===== config.mk =====
export PLATFORM = sky130hd
export DESIGN_NAME = tt_characterizer
export DESIGN_NICKNAME = d
export VERILOG_FILES = /design/src/rtl/tt_char_pkg.sv /design/src/rtl/tt_settle_timer.sv /design/src/rtl/tt_characterizer.sv
export SDC_FILE = /design/constraint.sdc
export NUM_CORES = 1
export LEC_CHECK = 0
export ABC_AREA = 0
export BUFFER_PORTS_ARGS = -buffer_cell sky130_fd_sc_hd__buf_4
export CORE_ASPECT_RATIO = 0.9
export CORE_MARGIN = 2
export CORE_UTILIZATION = 50
export DETAILED_ROUTE_END_ITERATION = 7
export PLACE_DENSITY = 0.81
export RECOVER_POWER = 50
export SETUP_SLACK_MARGIN = 0.15
export SLEW_MARGIN = 20
export SYNTH_ARGS = -nofsm -noshare
export SYNTH_HDL_FRONTEND = slang
export SYNTH_SLANG_ARGS = --single-unit

===== constraint.sdc =====
create_clock -name clk -period 2.9 [get_ports clk]
set_input_delay 0.145 -clock clk [delete_from_list [all_inputs] [get_ports clk]]
set_output_delay 0.145 -clock clk [all_outputs]
set_load 0.1 [all_outputs]

===== src/rtl/tt_char_pkg.sv =====
// Shared types and constants for the truth-table characterizer.
// Optional build macro: TT_MAJORITY_VOTE_EN (3-cycle majority-vote sampling).
package tt_char_pkg;

  localparam int NUM_INPUTS = 3;
  localparam int NUM_COMBOS = 8;
  localparam int CODE_W     = 8;

  typedef enum logic [1:0] {
    IDLE   = 2'd0,
    SETTLE = 2'd1,
    SAMPLE = 2'd2,
    FINISH = 2'd3
  } state_e;

  // 2-of-3 majority used to filter single-cycle glitches on the gate output
  function automatic logic maj3(input logic a, input logic b, input logic c);
    return (a & b) | (a & c) | (b & c);
  endfunction

endpackage


===== src/rtl/tt_settle_timer.sv =====
// Settle countdown: load preset, count down while enabled, expire on the
// last counted cycle so the FSM leaves SETTLE on the following edge.
module tt_settle_timer #(
  parameter int W = 8
) (
  input  logic         clk,
  input  logic         rst_n,
  input  logic         load_i,
  input  logic [W-1:0] load_val_i,
  input  logic         en_i,
  output logic         expire_o
);

  logic [W-1:0] cnt_q, cnt_d;

  // next count: preload has priority, stop at zero
  always_comb begin
    cnt_d = cnt_q;
    if (load_i)                          cnt_d = load_val_i;
    else if (en_i && (cnt_q != '0))      cnt_d = cnt_q - 1'b1;
  end

  // counter register
  always_ff @(posedge clk or negedge rst_n) begin
    if (!rst_n) cnt_q <= '0;
    else        cnt_q <= cnt_d;
  end

  assign expire_o = en_i && (cnt_q == W'(1));

endmodule


===== src/rtl/tt_characterizer.sv =====
// Sweeps all 8 input combinations of a 3-input gate, waits SETTLE_CYCLES per
// combination, samples the gate output and assembles an 8-bit truth-table
// code (input 000 -> code[7], input 111 -> code[0]).
// Optional build macro: TT_MAJORITY_VOTE_EN -- each sample spans 3 cycles and
// the stored bit is the majority of the three observations.
module tt_characterizer
  import tt_char_pkg::*;
#(
  parameter int SETTLE_CYCLES = 4
) (
  input  logic                  clk,
  input  logic                  rst_n,
  input  logic                  start,
  input  logic                  abort,
  output logic [NUM_INPUTS-1:0] dut_in,
  input  logic                  dut_out,
  output logic                  busy,
  output logic                  done,
  output logic [CODE_W-1:0]     code,
  output logic                  valid
);

  localparam logic [7:0]            SETTLE_LD = 8'(SETTLE_CYCLES);
  localparam logic [NUM_INPUTS-1:0] LAST_IDX  = NUM_INPUTS'(NUM_COMBOS - 1);

  state_e                  state_q;
  logic [NUM_INPUTS-1:0]   idx_q;
  logic [NUM_INPUTS-1:0]   dut_in_q;
  logic                    busy_q;
  logic                    done_q;
  logic                    valid_q;
  logic [CODE_W-1:0]       code_q;

  logic                    settle_expire;
  logic                    sample_last;
  logic                    sample_bit;

  // timer is held at its preset outside SETTLE so every combo starts fresh
  tt_settle_timer #(.W(8)) u_settle (
    .clk        (clk),
    .rst_n      (rst_n),
    .load_i     (state_q != SETTLE),
    .load_val_i (SETTLE_LD),
    .en_i       (state_q == SETTLE),
    .expire_o   (settle_expire)
  );

`ifdef TT_MAJORITY_VOTE_EN
  logic [1:0] smp_q;
  logic [1:0] vote_q;

  // final of three sample cycles commits the majority of the observations
  always_comb begin
    sample_last = (smp_q == 2'd2);
    sample_bit  = maj3(vote_q[0], vote_q[1], dut_out);
  end

  // vote collection for the first two sample cycles
  always_ff @(posedge clk or negedge rst_n) begin
    if (!rst_n) begin
      smp_q  <= '0;
      vote_q <= '0;
    end else if (state_q != SAMPLE) begin
      smp_q  <= '0;
    end else if (!sample_last) begin
      vote_q[smp_q[0]] <= dut_out;
      smp_q            <= smp_q + 2'd1;
    end
  end
`else
  // single-cycle sample: the gate output is committed directly
  always_comb begin
    sample_last = 1'b1;
    sample_bit  = dut_out;
  end
`endif

  // main sweep FSM with registered outputs; abort outranks every transition
  always_ff @(posedge clk or negedge rst_n) begin
    if (!rst_n) begin
      state_q  <= IDLE;
      idx_q    <= '0;
      dut_in_q <= '0;
      busy_q   <= 1'b0;
      done_q   <= 1'b0;
      valid_q  <= 1'b0;
      code_q   <= '0;
    end else begin
      done_q <= 1'b0;
      if ((state_q != IDLE) && abort) begin
        state_q  <= IDLE;
        idx_q    <= '0;
        dut_in_q <= '0;
        busy_q   <= 1'b0;
        valid_q  <= 1'b0;
      end else begin
        case (state_q)
          IDLE: begin
            if (start && !abort) begin
              state_q  <= SETTLE;
              idx_q    <= '0;
              dut_in_q <= '0;
              busy_q   <= 1'b1;
              valid_q  <= 1'b0;
            end
          end
          SETTLE: begin
            if (settle_expire) state_q <= SAMPLE;
          end
          SAMPLE: begin
            if (sample_last) begin
              code_q[LAST_IDX - idx_q] <= sample_bit;
              if (idx_q == LAST_IDX) begin
                state_q  <= FINISH;
                dut_in_q <= '0;
                done_q   <= 1'b1;
                valid_q  <= 1'b1;
              end else begin
                state_q  <= SETTLE;
                idx_q    <= idx_q + 1'b1;
                dut_in_q <= idx_q + 1'b1;
              end
            end
          end
          FINISH: begin
            state_q <= IDLE;
            busy_q  <= 1'b0;
          end
          default: state_q <= IDLE;
        endcase
      end
    end
  end

  assign dut_in = dut_in_q;
  assign busy   = busy_q;
  // an abort arriving during FINISH suppresses the completion pulse
  assign done   = done_q & ~abort;
  assign code   = code_q;
  assign valid  = valid_q;

endmodule

Word level (Yosys, flattened, before mapping). Index checks and enable logic that the tools add are counted. Widths: inputs -> output; s select.

Add/sub/neg operators: 3. Order comparisons: 2. Equality and inequality tests: 10. Mux-type cells: 27. Bitwise gates (word level): 3. Reductions and logical operators: 18.

Operators with widths (number): $mux 8 (2); $mux 3 (5); $ne 3x3->1 const B (4); $pmux 3 s2 (2); $mux 1 (9); $bwmux 8 (1); $eq 8x1->1 const B (1); $mux 2 (4); $pmux 2 s4 (1); $reduce_and 2->1 (4); $reduce_bool 8->1 (1); $sub 8x1->8 const B (1); $reduce_and 3->1 (2); $reduce_bool 3->1 (2); $logic_and 1x1->1 (5); $eq 2x2->1 const B (2); $lt 3x4->1 const B (1); $pmux 1 s2 (2); $reduce_bool 2->1 (2); $add 3x1->3 const B (1); $demux 1 s3 (1); $eq 3x3->1 const B (1); $ge 3x1->1 const B (1); $sub 3x3->3 const A (1); 6 further kinds (7).

Register bits after elaboration: 27. Input bits: 5. Output and inout bits: 14. Word-level logic and storage cells: 71.

Longest topological paths before layout.
Word-level depth: 6. Mapped depth: 6. Depth with buffers taken out: 6.

Modules after synthesis. Synthesis repeated with hierarchy kept, for this count alone.

Cell total of the unflattened synthesis: 149. Area, all modules: 1534.0 um^2.

By module, submodules not included: tt_characterizer (times used 1, cells an instance 83, area each 943.4 um^2, sequential area each 475.5 um^2); tt_settle_timer (times used 1, cells an instance 66, area each 590.6 um^2, sequential area each 200.2 um^2).

Worst setup path after synthesis. Ideal clock, no wire load.

Path type: flip-flop to output port. Start point: register done_q. End point: output done. Data arrival time: 1.651 ns. Data required time: 2.755 ns. Slack: 1.104 ns. Cell stages (with the launch flop): 2. Path buffers: 0. Cells stage by stage: dfrtp_1 -> nor2b_1.

Cells in the longest elaborated chain, start to end: 1.

Ends and longest elaborated chain: start: declaration (line tt_characterizer.sv:30) `logic done_q;`; start signal: assignment (line tt_characterizer.sv:85) `done_q <= 1'b0;`; start signal: assignment (line tt_characterizer.sv:89) `done_q <= 1'b0;`; start signal: assignment (line tt_characterizer.sv:116) `done_q <= 1'b1;`; $and 1x1->1 (line tt_characterizer.sv:138) `assign done = done_q & ~abort;`; end: declaration (line tt_characterizer.sv:18) `output logic done,`.

Every way passes these cells.

Final worst setup path.
Start point: register u_settle.cnt_q[0]. End point: register u_settle.cnt_q[0].

Cells in the longest elaborated chain, start to end: 3. Elaborated cells on any way between the ends: 6. Classes of those cells: add/sub (1); mux (2); reduce/logical (3).

Ends and longest elaborated chain: start: declaration (line tt_settle_timer.sv:14) `logic [W-1:0] cnt_q, cnt_d;`; start signal: assignment (line tt_settle_timer.sv:26) `else cnt_q <= cnt_d;`; $sub 8x1->8 / $reduce_bool 8->1 (equally long branches) (line tt_settle_timer.sv:20) `else if (en_i && (cnt_q != '0)) cnt_d = cnt_q - 1'b1;`; $mux 8 / $logic_and 1x1->1 (equally long branches) (line tt_settle_timer.sv:20); $mux 8 / $reduce_bool 2->1 (equally long branches).

Several ways; a longest one is shown, not always the timed one. The select of a mux whose other input is x is not followed. A chain may end at the register's enable or synchronous reset.

==> results.cfg <==
[routing]
via_count = 957
wire_per_inst_um = 13.5
dr.pass1.iters = 4
drtIter0Drc = 32
drt-vias-per-instance = 5.41
postRouteAntennaNets = 0
drc = 0
wirelength_um = 2390

[clocking]
clock_latency_ns = 0.32
clock-sinks = 27
postCtsSetupBuffers = 0
clk_pin_slew_ns = 0.14
numCtsBuffers = 3
htree_num_levels = 1
cts_root_buffer = clkbuf_4
ctsHoldBuffers = 1
cts_tree = done
cts_buffer_depth = 2
cts_resized = 0

[status]
outcome = complete, no violations

[die]
die_w_um = 58.5
row_count = 17
pin_count = 19
initial_core_util = 0.537
dieArea_mm2 = 0.00310
fp.dieH_um = 53.0
core-area_mm2 = 0.00249

[synthesis]
synth_cell_types = 35
synth_xor_area_frac = 0.0131
synth-compound-area-share = 0.100
synthSimpleGateAreaFrac = 0.229
yosys_warnings = 0
netlist_instances = 129
ys_ff_latch = 27
syn_area_per_cell_um2 = 10.4
synth-adder-area-share = 0.0375
synthTopCellsByArea = dfrtp_1 51%, mux2_2 7.6%, nand2_1 5.3%
synth_mux_area_frac = 0.0908
synth_top_family_by_area = simple AND/OR/NAND/NOR gates
syn-num-nets = 138
yosysSeqAreaShare = 0.506
synth_top_area_share = 0.506
yosysTopAreaCell = dfrtp_1
syn_area_mm2 = 0.00134

[power]
p_clk_frac = 0.227
power.internal_uw = 489
p_total_uw = 691
leakage_nw = 0.728
irDropWorstVdd_mv = 0.320
combPwrFrac = 0.183
p_per_area_mw_per_mm2 = 461
switching_power_uw = 202
p_seq_frac = 0.591
swShare = 0.293

[global_routing]
grt-busiest-layer = met2
use_met3 = 0.0440
grt.overflow.total = 0
use_met1 = 0.222
grt_pass1_vias = 953
track_usage = 0.177
grt_pass1_wl_um = 4110
grt_max_degree = 28
use_met2 = 0.300
antenna_found_initial = 0

[sta]
finalClockSkew_ns = 0.0111
setup_viol = 0
max_slew_margin = 0.0697
period_share = 0.611
period_needed_ns = 1.77
tightest_slew_ns = 1.40
fmax_mhz = 565
hold_viol_final = 0
rsz0062_at_grt = no
drv_slew = 0
tns_ns = 0

[placed_design]
io_buffers = 18
gp_congestion = 0.822
dp_hpwl_um = 1760

[min_path]
holdCritPathClass = input pin to flip-flop
min_from = abort
hold_end = state_q[0]
whs_path_depth = 2

[worst_setup_path]
crit_required_ns = 3.10
crit_chain = inv_1, ha_1, nor3b_2, nand2_1, xnor2_1, nor2_1
reg2reg_setup_slack_ns = 1.13
crit_type = flip-flop to flip-flop
cp.arrival_ns = 1.97
startpoint = u_settle.cnt_q[0]
critPathBufInv = 1
slowest_stage = dfrtp_1
reg2regPathDepth = 6
r2r_end = u_settle.cnt_q[0]
rr_startpoint = u_settle.cnt_q[0]
cpPeakStageDelay_ns = 0.47
startpoint_type = flip-flop
end_kind = flip-flop
cp_top_family = simple AND/OR/NAND/NOR gates
path_max_fanout = 7

[layout]
final_cell_mix = 27 x dfrtp_1, 19 x nand2_1, 14 x nor2_1, 11 x buf_4, 9 x mux2_2
final_util = 0.603
layout-drive-gt1-share = 0.201
final_common_cell = dfrtp_1
nNetsFinal = 159
syn2layout_area_growth_pct = 12.3
num_antenna_cells = 0

[flow_run]
cap_violations = 0
-- state kept, by name, indices dropped and copies added, names as in the netlist --
register        flops
busy                1
code                8
done_q              1
dut_in              3
idx_q               3
state_q             2
u_settle.cnt_q      8
valid               1
-- per-stage QoR --
stage	setup WS [ns]	area (um^2)	hold slack, ns	instances
after floorplan	1.10	1340	-0.151	129
after detailed placement	1.16	1490	0.0776	172
after CTS	1.13	1530	0.0191	177
after global routing	0.975	1500	0.0183	177
after global placement	1.29	1490	0.0749	172
final	1.13	1500	0.0329	177
-- per-layer routing --
| metal | share of wire | vias up | wire, um |
|---|---|---|---|
| met5 | 0 | - | 0 |
| met4 | 0.0054 | 0 | 13 |
| met3 | 0.033 | 2 | 79 |
| met2 | 0.49 | 13 | 1160 |
| met1 | 0.47 | 460 | 1140 |
| li1 | - | 482 | - |
-- power groups by stage --
stage | Combinational, mW | Sequential (mW) | Clock (mW)
after detailed placement | 0.127 | 0.415 | 0
after CTS | 0.129 | 0.408 | 0.169
after floorplan | 0.0743 | 0.433 | 0
final | 0.126 | 0.408 | 0.157
after global routing | 0.140 | 0.411 | 0.181
after global placement | 0.122 | 0.414 | 0
-- worst max path at each step --
stage	to	slack [ns]	cells past startpoint
final	u_settle.cnt_q[0]	1.13	6
after global routing	u_settle.cnt_q[1]	0.98	5
after CTS	u_settle.cnt_q[0]	1.13	6
after detailed placement	u_settle.cnt_q[0]	1.16	6
after global placement	u_settle.cnt_q[1]	1.29	5
after floorplan	done	1.10	1
-- kinds of logic (layout without fill, tap and decap cells) --
family          count (synthesis)  in the layout
mux                            11             11
fa+ha+maj                       4              4
xor+xnor                        2              2
flops                          27             27
simple gates                   58             58
buf+inv                         7             27
compound gates                 20             20
-- area by class of cell --
cell class	instances	area [um^2]
inverter	4	15.0
fill	220	988
clock buffer	4	26.3
multi-input combinational	95	629
tap	28	35.0
sequential	27	676
timing repair buffer	19	119
-- cell usage after synthesis --
library cell and count:
a21o_1 2, a211oi_2 1, or3b_4 1, or4_4 1
dfrtp_1 27, mux2i_1 2, or2_2 1, buf_2 1
clkbuf_1 1, nand2_1 19, nor2_1 14, o2bb2ai_1 1
nor3_1 1, nor2b_1 5, nor4_2 1, ha_1 4
nor4_1 1, a22o_1 2, nor3b_1 1, mux2_2 9
nand3b_1 1, buf_4 1, inv_1 4, a211oi_1 1
o21ai_0 3, nand2b_1 3, and2_1 2, o31ai_1 2
nand4b_1 1, nand3_1 4, xnor2_1 2, nor3b_2 1
nor2_4 1, a21oi_1 6, o22ai_1 2
(Power assumes the default switching activity.)
